## config.mk

```make
export PLATFORM = sky130hd
export DESIGN_NAME = pad_cfg_seq_flat
export DESIGN_NICKNAME = d
export VERILOG_FILES = /design/src/rtl/pad_cfg_seq_pkg.sv /design/src/rtl/pad_cfg_seq_if.sv /design/src/rtl/pad_cfg_seq_fsm.sv /design/src/rtl/pad_cfg_seq.sv /design/src/flat_wrapper.sv
export SDC_FILE = /design/constraint.sdc
export NUM_CORES = 1
export LEC_CHECK = 0
export ABC_AREA = 1
export CAP_MARGIN = 20
export CORE_ASPECT_RATIO = 1.4
export CORE_MARGIN = 3
export CORE_UTILIZATION = 30
export DETAILED_ROUTE_END_ITERATION = 12
export PLACE_DENSITY = 0.61
export SETUP_SLACK_MARGIN = 0.15
export SYNTH_ARGS = -nofsm -noshare
export SYNTH_HDL_FRONTEND = slang
export SYNTH_SLANG_ARGS = --single-unit
```

## constraint.sdc

```tcl
create_clock -name clk_i -period 2.7 [get_ports clk_i]
set_clock_uncertainty 0.2 [all_clocks]
set_input_delay 0.405 -clock clk_i [delete_from_list [all_inputs] [get_ports clk_i]]
set_output_delay 0.405 -clock clk_i [all_outputs]
set_load 0.01 [all_outputs]
```

## src/rtl/pad_cfg_seq_pkg.sv

```systemverilog
// -----------------------------------------------------------------------------
// pad_cfg_seq_pkg
// Shared types and constants for the pad attribute sequencer.
//   pad_attr_t : per-pad attribute word driven to the padring
//   state_e    : sequencer FSM states (3-bit encoding)
//   SETTLE_*   : legal range of the settle-time parameter
// -----------------------------------------------------------------------------
package pad_cfg_seq_pkg;

    // Attribute layout matches the padring wrapper attribute inputs.
    typedef struct packed {
        logic       invert;
        logic       virt_od_en;
        logic       pull_en;
        logic       pull_select;
        logic       keeper_en;
        logic       schmitt_en;
        logic       od_en;
        logic [1:0] slew_rate;
        logic [3:0] drive_strength;
    } pad_attr_t;

    typedef enum logic [2:0] {
        ST_IDLE    = 3'd0,
        ST_QUIESCE = 3'd1,
        ST_APPLY   = 3'd2,
        ST_SETTLE  = 3'd3,
        ST_DONE    = 3'd4
    } state_e;

    localparam int SETTLE_MIN = 1;
    localparam int SETTLE_MAX = 255;
    localparam int CNT_W      = 8;

    // Counter preload for one phase of SettleCycles cycles.
    function automatic logic [CNT_W-1:0] settle_load(input int settle_cycles);
        return CNT_W'(settle_cycles - 1);
    endfunction

endpackage

```

## src/rtl/pad_cfg_seq_if.sv

```systemverilog
// -----------------------------------------------------------------------------
// pad_cfg_seq_if
// Request/completion bus of the pad attribute sequencer.
//   req_valid / req_ready : request handshake (accept when both high)
//   req_pad / req_attr    : target pad index and new attribute
//   done / err            : one-cycle completion pulse, err for a bad index
//   busy                  : sequencer not idle
// master = requester, slave = sequencer.
// -----------------------------------------------------------------------------
interface pad_cfg_seq_if
    import pad_cfg_seq_pkg::*;
#(
    parameter int PadIdxW = 6
);
    logic               req_valid;
    logic               req_ready;
    logic [PadIdxW-1:0] req_pad;
    pad_attr_t          req_attr;
    logic               done;
    logic               err;
    logic               busy;

    modport master (
        output req_valid, req_pad, req_attr,
        input  req_ready, done, err, busy
    );

    modport slave (
        input  req_valid, req_pad, req_attr,
        output req_ready, done, err, busy
    );
endinterface

```

## src/rtl/pad_cfg_seq_fsm.sv

```systemverilog
// -----------------------------------------------------------------------------
// pad_cfg_seq_fsm
// Sequencer control: Idle -> Quiesce -> Apply -> Settle -> Done -> Idle.
// Ports:
//   clk_i, rst_ni  : clock, synchronous active-low reset
//   bus            : request bus (slave side)
//   o_apply        : one-cycle strobe to write o_attr into pad o_idx
//   o_idx, o_attr  : captured request
//   o_force_set    : acceptance of a valid request (set force for bus.req_pad)
//   o_force_clr    : release the force mask (Done state)
// -----------------------------------------------------------------------------
module pad_cfg_seq_fsm
    import pad_cfg_seq_pkg::*;
#(
    parameter int NMioPads     = 47,
    parameter int SettleCycles = 4,
    parameter int PadIdxW      = $clog2(NMioPads)
) (
    input  logic               clk_i,
    input  logic               rst_ni,
    pad_cfg_seq_if.slave       bus,
    output logic               o_apply,
    output logic [PadIdxW-1:0] o_idx,
    output pad_attr_t          o_attr,
    output logic               o_force_set,
    output logic               o_force_clr
);

    localparam logic [CNT_W-1:0] CntLoad = settle_load(SettleCycles);

    state_e             r_state,    w_state_next;
    logic [CNT_W-1:0]   r_cnt,      w_cnt_next;
    logic [PadIdxW-1:0] r_idx,      w_idx_next;
    pad_attr_t          r_attr,     w_attr_next;
    logic               r_err,      w_err_next;
    logic               w_idx_ok;

    assign w_idx_ok = (32'(bus.req_pad) < 32'(NMioPads));

    always_ff @(posedge clk_i) begin
        // NOTE: state registers use non-blocking assignments so every flop
        // samples pre-edge values, independent of statement order.
        if (!rst_ni) begin
            r_state <= ST_IDLE;
            r_cnt   <= '0;
            r_idx   <= '0;
            r_attr  <= '0;
            r_err   <= 1'b0;
        end else begin
            r_state <= w_state_next;
            r_cnt   <= w_cnt_next;
            r_idx   <= w_idx_next;
            r_attr  <= w_attr_next;
            r_err   <= w_err_next;
        end
    end

    always_comb begin
        // NOTE: every output of this block gets a default first; a path that
        // leaves one unassigned would infer a latch.
        w_state_next = r_state;
        w_cnt_next   = r_cnt;
        w_idx_next   = r_idx;
        w_attr_next  = r_attr;
        w_err_next   = r_err;
        o_apply      = 1'b0;
        o_force_set  = 1'b0;
        o_force_clr  = 1'b0;

        unique case (r_state)
            ST_IDLE: begin
                if (bus.req_valid) begin
                    w_idx_next  = bus.req_pad;
                    w_attr_next = bus.req_attr;
                    if (w_idx_ok) begin
                        w_state_next = ST_QUIESCE;
                        w_cnt_next   = CntLoad;
                        w_err_next   = 1'b0;
                        o_force_set  = 1'b1;
                    end else begin
                        // Bad index: report straight away, touch no pad.
                        w_state_next = ST_DONE;
                        w_err_next   = 1'b1;
                    end
                end
            end
            ST_QUIESCE: begin
                if (r_cnt == '0) w_state_next = ST_APPLY;
                else             w_cnt_next   = r_cnt - 1'b1;
            end
            ST_APPLY: begin
                o_apply      = 1'b1;
                w_cnt_next   = CntLoad;
                w_state_next = ST_SETTLE;
            end
            ST_SETTLE: begin
                if (r_cnt == '0) w_state_next = ST_DONE;
                else             w_cnt_next   = r_cnt - 1'b1;
            end
            ST_DONE: begin
                o_force_clr  = 1'b1;
                w_state_next = ST_IDLE;
            end
            default: w_state_next = ST_IDLE;
        endcase
    end

    assign bus.req_ready = (r_state == ST_IDLE);
    assign bus.busy      = (r_state != ST_IDLE);
    assign bus.done      = (r_state == ST_DONE);
    assign bus.err       = (r_state == ST_DONE) & r_err;

    assign o_idx  = r_idx;
    assign o_attr = r_attr;

endmodule

```

## src/rtl/pad_cfg_seq.sv

```systemverilog
// -----------------------------------------------------------------------------
// pad_cfg_seq
// Sequences runtime pad attribute changes so a pad is never reconfigured
// while driven: its output enable is forced low for SettleCycles before and
// after the attribute write.
// Ports:
//   clk_i, rst_ni : clock, synchronous active-low reset
//   bus           : request bus (slave side)
//   mio_oe_i      : output enables from the pinmux
//   mio_oe_o      : gated output enables to the padring
//   mio_attr_o    : registered per-pad attributes to the padring
// -----------------------------------------------------------------------------
module pad_cfg_seq
    import pad_cfg_seq_pkg::*;
#(
    parameter int NMioPads     = 47,
    parameter int SettleCycles = 4,
    parameter int PadIdxW      = $clog2(NMioPads)
) (
    input  logic                       clk_i,
    input  logic                       rst_ni,
    pad_cfg_seq_if.slave               bus,
    input  logic      [NMioPads-1:0]   mio_oe_i,
    output logic      [NMioPads-1:0]   mio_oe_o,
    output pad_attr_t [NMioPads-1:0]   mio_attr_o
);

    if (SettleCycles < SETTLE_MIN || SettleCycles > SETTLE_MAX) begin : g_bad_settle
        $error("pad_cfg_seq: SettleCycles=%0d outside %0d..%0d",
               SettleCycles, SETTLE_MIN, SETTLE_MAX);
    end

    logic               w_apply;
    logic [PadIdxW-1:0] w_idx;
    pad_attr_t          w_attr;
    logic               w_force_set;
    logic               w_force_clr;
    logic [NMioPads-1:0] w_force_onehot;

    logic      [NMioPads-1:0] r_force;
    pad_attr_t [NMioPads-1:0] r_attr_q;

    pad_cfg_seq_fsm #(
        .NMioPads     (NMioPads),
        .SettleCycles (SettleCycles),
        .PadIdxW      (PadIdxW)
    ) u_fsm (
        .clk_i       (clk_i),
        .rst_ni      (rst_ni),
        .bus         (bus),
        .o_apply     (w_apply),
        .o_idx       (w_idx),
        .o_attr      (w_attr),
        .o_force_set (w_force_set),
        .o_force_clr (w_force_clr)
    );

    // Force set only fires for an in-range index, so the shift never overflows.
    assign w_force_onehot = {{(NMioPads-1){1'b0}}, 1'b1} << bus.req_pad;

    always_ff @(posedge clk_i) begin
        if (!rst_ni) begin
            r_force <= '0;
        end else if (w_force_clr) begin
            r_force <= '0;
        end else if (w_force_set) begin
            r_force <= w_force_onehot;
        end
    end

    always_ff @(posedge clk_i) begin
        // NOTE: this register array is reset on purpose: the padring must see
        // defined attributes straight out of reset, so it cannot map to RAM.
        if (!rst_ni) begin
            r_attr_q <= '0;
        end else if (w_apply) begin
            r_attr_q[w_idx] <= w_attr;
        end
    end

    assign mio_oe_o   = mio_oe_i & ~r_force;
    assign mio_attr_o = r_attr_q;

endmodule
```

## src/flat_wrapper.sv

```systemverilog
// flat-port wrapper written by rule: the top's interface ports become plain ports
module pad_cfg_seq_flat import pad_cfg_seq_pkg::*;
#(
    parameter int NMioPads     = 47,
    parameter int SettleCycles = 4,
    parameter int PadIdxW      = $clog2(NMioPads)
)
  (clk_i, rst_ni, mio_oe_i, mio_oe_o, mio_attr_o, bus_req_valid, bus_req_pad, bus_req_attr, bus_req_ready, bus_done, bus_err, bus_busy);
  pad_cfg_seq_if #(.PadIdxW(PadIdxW)) bus_i ();
  input  logic clk_i;
  input  logic rst_ni;
  input  logic      [NMioPads-1:0] mio_oe_i;
  output logic      [NMioPads-1:0] mio_oe_o;
  output pad_attr_t [NMioPads-1:0] mio_attr_o;
  input wire logic [$bits(bus_i.req_valid)-1:0] bus_req_valid;
  input wire logic [$bits(bus_i.req_pad)-1:0] bus_req_pad;
  input wire logic [$bits(bus_i.req_attr)-1:0] bus_req_attr;
  output wire logic [$bits(bus_i.req_ready)-1:0] bus_req_ready;
  output wire logic [$bits(bus_i.done)-1:0] bus_done;
  output wire logic [$bits(bus_i.err)-1:0] bus_err;
  output wire logic [$bits(bus_i.busy)-1:0] bus_busy;
  assign bus_i.req_valid = bus_req_valid;
  assign bus_i.req_pad = bus_req_pad;
  assign bus_i.req_attr = bus_req_attr;
  assign bus_req_ready = bus_i.req_ready;
  assign bus_done = bus_i.done;
  assign bus_err = bus_i.err;
  assign bus_busy = bus_i.busy;
  pad_cfg_seq #(.NMioPads(NMioPads), .SettleCycles(SettleCycles), .PadIdxW(PadIdxW)) u_core (.clk_i(clk_i), .rst_ni(rst_ni), .bus(bus_i), .mio_oe_i(mio_oe_i), .mio_oe_o(mio_oe_o), .mio_attr_o(mio_attr_o));
endmodule
```

Yosys cells after proc, flatten, opt, wreduce, memory -nomap -nowiden
Index checks and enable logic that the tools add are counted.

Bitwise gates (word level): 4. Add/subtract/negate cells: 1. Reduce and logical (&&, ||, !) cells: 10. Multiplexer cells: 18. Shift-type cells: 1. Magnitude comparators: 3. Eq/ne operators: 9.

Operators with widths (count): $bwmux 611 (1); $demux 13 s6 (1); $and 47x47->47 (1); $not 47->47 (1); $shl 1x6->47 const A (1); $mux 8 (3); $pmux 8 s3 (1); $mux 13 (1); $mux 3 (4); $pmux 3 s4 (1); $logic_not 8->1 (1); $ne 2x2->1 const B (4); $sub 8x1->8 const B (1); $lt 6x7->1 const B (1); $eq 3x2->1 const B (2); $ge 6x1->1 const B (1); $lt 6x6->1 const B (1); $mux 1 (6); $reduce_bool 3->1 (2); $reduce_and 4->1 (1); $reduce_or 2->1 (2); $eq 3x1->1 const B (1); $eq 3x3->1 const B (1); $logic_not 3->1 (1); 6 further kinds (6).

Logic and storage cells: 483. Output and inout port bits: 662. Flip-flop bits (word level): 689.

Longest topological paths before layout
Depth in word-level cells: 5. Mapped depth: 10. Depth with buffers taken out: 10.

By module
A second synthesis with hierarchy kept.

Cells, all modules: 3719. Area, all modules: 26995.9 µm².

Modules (own cells, without submodules): pad_cfg_seq (instances 1, cells each 3506, area each 25503.2 µm², seq. area each 13172.6 µm²); pad_cfg_seq_fsm (instances 1, cells each 213, area each 1492.7 µm², seq. area each 620.6 µm²).

Least setup slack after synthesis
No wires, ideal clock.

Kind: input port to flip-flop. From: input bus_req_pad[3]. To: register u_core.r_force[14]. Stages on the path: 8. Arrival: 1530 ps. Data required time: 2429 ps. Setup slack: 899 ps. Cell sequence: clkbuf_1 nand2_1 nand3b_1 nand4_1 buf_2 buf_2 nand2_1 a21oi_1.

Word-level cells in the longest chain between the ends: 4. Elaborated cells between the ends (all ways): 5.

RTL lines: start: declaration (line flat_wrapper.sv:16) `input wire logic [$bits(bus_i.req_pad)-1:0] bus_req_pad;`; $lt 6x6->1 (line pad_cfg_seq_fsm.sv:38) `assign w_idx_ok = (32'(bus.req_pad) < 32'(NMioPads));`; $mux 1 (line pad_cfg_seq_fsm.sv:75) `if (w_idx_ok) begin`; $mux 1 (line pad_cfg_seq_fsm.sv:72) `if (bus.req_valid) begin`; $mux 1 (line pad_cfg_seq_fsm.sv:70) `unique case (r_state)`; end signal: assignment (line pad_cfg_seq.sv:67) `r_force <= w_force_onehot;`; end: declaration (line pad_cfg_seq.sv:40) `logic [NMioPads-1:0] r_force;`.

Several ways; a longest one is shown, not always the timed one. A chain may end at the register's enable or synchronous reset.

Worst setup path after layout
From: register u_core.u_fsm.r_state[0]. To: output bus_busy.

Word-level cells in the longest chain between the ends: 1.

RTL lines: start: declaration (line pad_cfg_seq_fsm.sv:31) `state_e r_state, w_state_next;`; start signal: assignment (line pad_cfg_seq_fsm.sv:50) `r_state <= w_state_next;`; $reduce_bool 3->1 (line pad_cfg_seq_fsm.sv:109) `assign bus.busy = (r_state != ST_IDLE);`; end: declaration (line flat_wrapper.sv:21) `output wire logic [$bits(bus_i.busy)-1:0] bus_busy;`.

Every way passes these cells.

==> results.py <==
metrics = {
    "critical_path": {
        "rrSetupSlack_ns": 0.35,
        "critPathMaxStageDelay_ns": 0.59,
        "cp_top_family": "buffers and inverters",
        "worstPathCellList": "nor2_1 -> nand2_2 -> clkdlybuf4s50_1",
        "critPathLaunchType": "flip-flop",
        "crit_path_end_kind": "output pin",
        "cp_data_required_time_ns": 2.10,
        "critPathSlowestCell": "clkdlybuf4s50_1",
        "cp_num_cells": 3,
        "r2r_cells": 7,
        "path_buf_inv": 1,
        "crit_path_max_fanout": 5,
        "worst_ep_arrival_time_ns": 1.85,
        "path_class": "flip-flop to output pin",
    },
    "worst_hold_path": {
        "min_path_type": "primary input to flip-flop",
        "min_path_cells": 3,
    },
    "sta": {
        "hold_viol": 0,
        "period_share": 0.909,
        "relSlewSlack": 0.557,
        "drv_slew": 0,
        "tns_ns": 0,
        "rsz0062_at_grt": "true",
        "timing.fmax_mhz": 407,
        "min_period_ns": 2.46,
        "tightest_slew_ns": 0.664,
        "setup_viol": 0,
    },
    "synthesis": {
        "synth_edf_count": 0,
        "ys_top_cells_by_area": "dfxtp_1 58%, a21oi_1 14%, o21ai_0 12%, clkbuf_1 2.5%, nor2_1 2.3%",
        "ys_types": 32,
        "syn_avg_cell_area_um2": 8.65,
        "synth-main-ff-cell": "dfxtp_1",
        "synth.most_common_cell": "dfxtp_1",
        "yosys-top-cells-count": "689 x dfxtp_1, 673 x a21oi_1, 592 x o21ai_0, 156 x clkbuf_1, 143 x nor2_1",
        "ys_seq_area_frac": 0.579,
        "async_flop_share": 0,
        "synth_largest_area_cell": "dfxtp_1",
        "synthCells": 2753,
        "synth_area_um2": 23800,
        "synth_top_area_frac": 0.579,
        "yosysWarningCount": 0,
        "syn-num-nets": 2824,
        "synth_seq_cells": 689,
    },
    "outcome": {
        "status": "complete, no violations",
    },
    "placement": {
        "dpl.hpwl_mm": 62.2,
        "dp_cells": 4347,
        "gp_congestion": 0.856,
        "io_buffers": 730,
    },
    "clocking": {
        "clk_latency_ns": 0.61,
        "ctsRootBufferMaster": "clkbuf_16",
        "cts_htree_levels": 3,
        "cts.clk_slew.worst_paths_ns": 0.06,
        "cts_sinks": 689,
        "clock_path_buffers": 3,
        "cts_setup_buffers": 0,
        "cts_tree": "yes",
        "cts_buffers": 69,
    },
    "drt": {
        "routed_wl_mm": 92.9,
        "drt-pass1-iter-count": 5,
        "drc": 0,
        "wl_per_cell_um": 20.8,
        "routed_via_density": 4.83,
        "ant_nets": 0,
        "drtIter0Drc": 1252,
        "vias": 21600,
    },
    "floorplanning": {
        "fp.dieW_um": 244,
        "start_util": 0.304,
        "ios": 731,
        "die_h_um": 339,
        "dieArea_um2": 82800,
        "coreArea_um2": 78300,
        "rows": 121,
    },
    "grt": {
        "overflow": 0,
        "grtUsageTotal": 0.215,
        "antenna_found_initial": 0,
        "grt_pass1_vias": 20500,
        "grt_max_degree": 141,
        "grt_pass1_wl_mm": 136,
    },
    "cells_and_area": {
        "syn2layout_area_growth_pct": 44.7,
        "nNetsFinal": 3445,
        "final_cells": 4469,
        "layout-drive-gt1-share": 0.0791,
        "antenna_cells": 0,
    },
    "flow_run": {
        "maxCapViolations": 0,
    },
    "pwr": {
        "leakagePower_uw": 0.0129,
        "power_density_nw_per_um2": 655,
        "max-vdd-ir-drop_uv": 445,
    },
}
[cell type report]
cell class	instances	area, um2
Sequential cell	689	13800
Tap cell	1045	1310
Timing Repair Buffer	808	8130
Fill cell	7642	43800
Multi-Input combinational cell	1692	8500
Inverter	114	428
Clock inverter	26	310
Clock buffer	95	1990
[what timing repair did]
action | 4_1_cts | 5_1_grt
gates resized for setup | 5 | 1
hold endpoints to repair | 27 | 0
endpoints found under the setup margin | 4 | 19
cloned | 0 | 0
hold buffers | 1 | 0
[registers in the layout, summed over array words and instances (netlist names)]
register              cells
u_core.u_fsm.r_cnt        8
u_core.u_fsm.r_err        1
u_core.u_fsm.o_attr      13
u_core.mio_attr_o       611
u_core.r_force           47
u_core.u_fsm.r_state      3
u_core.u_fsm.o_idx        6
[per-layer routing]
| layer | vias to the layer above | share of wire | global-route usage |
|---|---|---|---|
| met4 | 0 | 0.040 | 0.0857 |
| met5 | - | 0 | 0 |
| met3 | 154 | 0.079 | 0.0656 |
| met1 | 9991 | 0.41 | 0.255 |
| li1 | 10700 | - | - |
| met2 | 747 | 0.47 | 0.361 |
[cells in the final DEF, fill, tap and decap left out, types with 14 or more instances in the layout]
master	Yosys	routed
nor2_4	30	31
buf_12	0	19
dfxtp_1	689	689
a21oi_1	673	673
nand2_1	95	94
o21ai_1	41	41
clkbuf_16	0	70
nor2_2	18	18
inv_1	105	92
nand3_1	47	47
o21ai_0	592	592
clkdlybuf4s50_1	0	726
inv_2	6	19
clkbuf_8	0	14
buf_4	6	58
nor2_1	143	142
[power by group]
part / total (uW) / leakage [uW] / internal [uW] / switching, uW
logic: 2380 / 0.00621 / 695 / 1680
clock network: 9760 / 0.00114 / 5590 / 4170
registers: 10400 / 0.00556 / 10300 / 124
total: 22600 / 0.0129 / 16600 / 5980
[worst paths after layout]
| check | from | endpoint |
|---|---|---|
| setup / recovery | u_core.u_fsm.r_state[0] | bus_busy |
| hold / removal | bus_req_attr[3] | u_core.u_fsm.o_attr[3] |
| setup reg to reg | u_core.u_fsm.r_state[0] | u_core.mio_attr_o[536] |
| hold reg to reg | u_core.r_force[24] | u_core.r_force[24] |
[metrics by stage]
stage | instance area [um2] | hold WS, ns | total power, uW | util | worst slack, ns
finish | 34500 | 0.231 | 22600 | 0.440 | 0.245
global route | 34500 | 0.229 | 23400 | 0.440 | 0.108
CTS | 34500 | 0.177 | 22900 | 0.440 | 0.191
detailed placement | 32100 | 0.262 | 13100 | 0.411 | 0.302
global placement | 32100 | 0.257 | 13000 | 0.411 | 0.336
floorplan | 23800 | 0.240 | 11900 | - | 0.899
[cell families after synthesis]
logic type,count (synthesis),synth area share
compound gates,1316,0.277
fa+ha+maj,2,0.00105
buf+inv,372,0.0643
flops,689,0.579
simple gates,374,0.0781
[worst reg2reg max path, stage by stage, from the launching register on]
cell     delay, ns
dfxtp_1       0.35
nor2_1        0.17
nand2_1       0.10
inv_2         0.20
nand2_2       0.37
nor2_4        0.56
o21ai_0       0.17
a21oi_1       0.15
(Power assumes the default switching activity.)
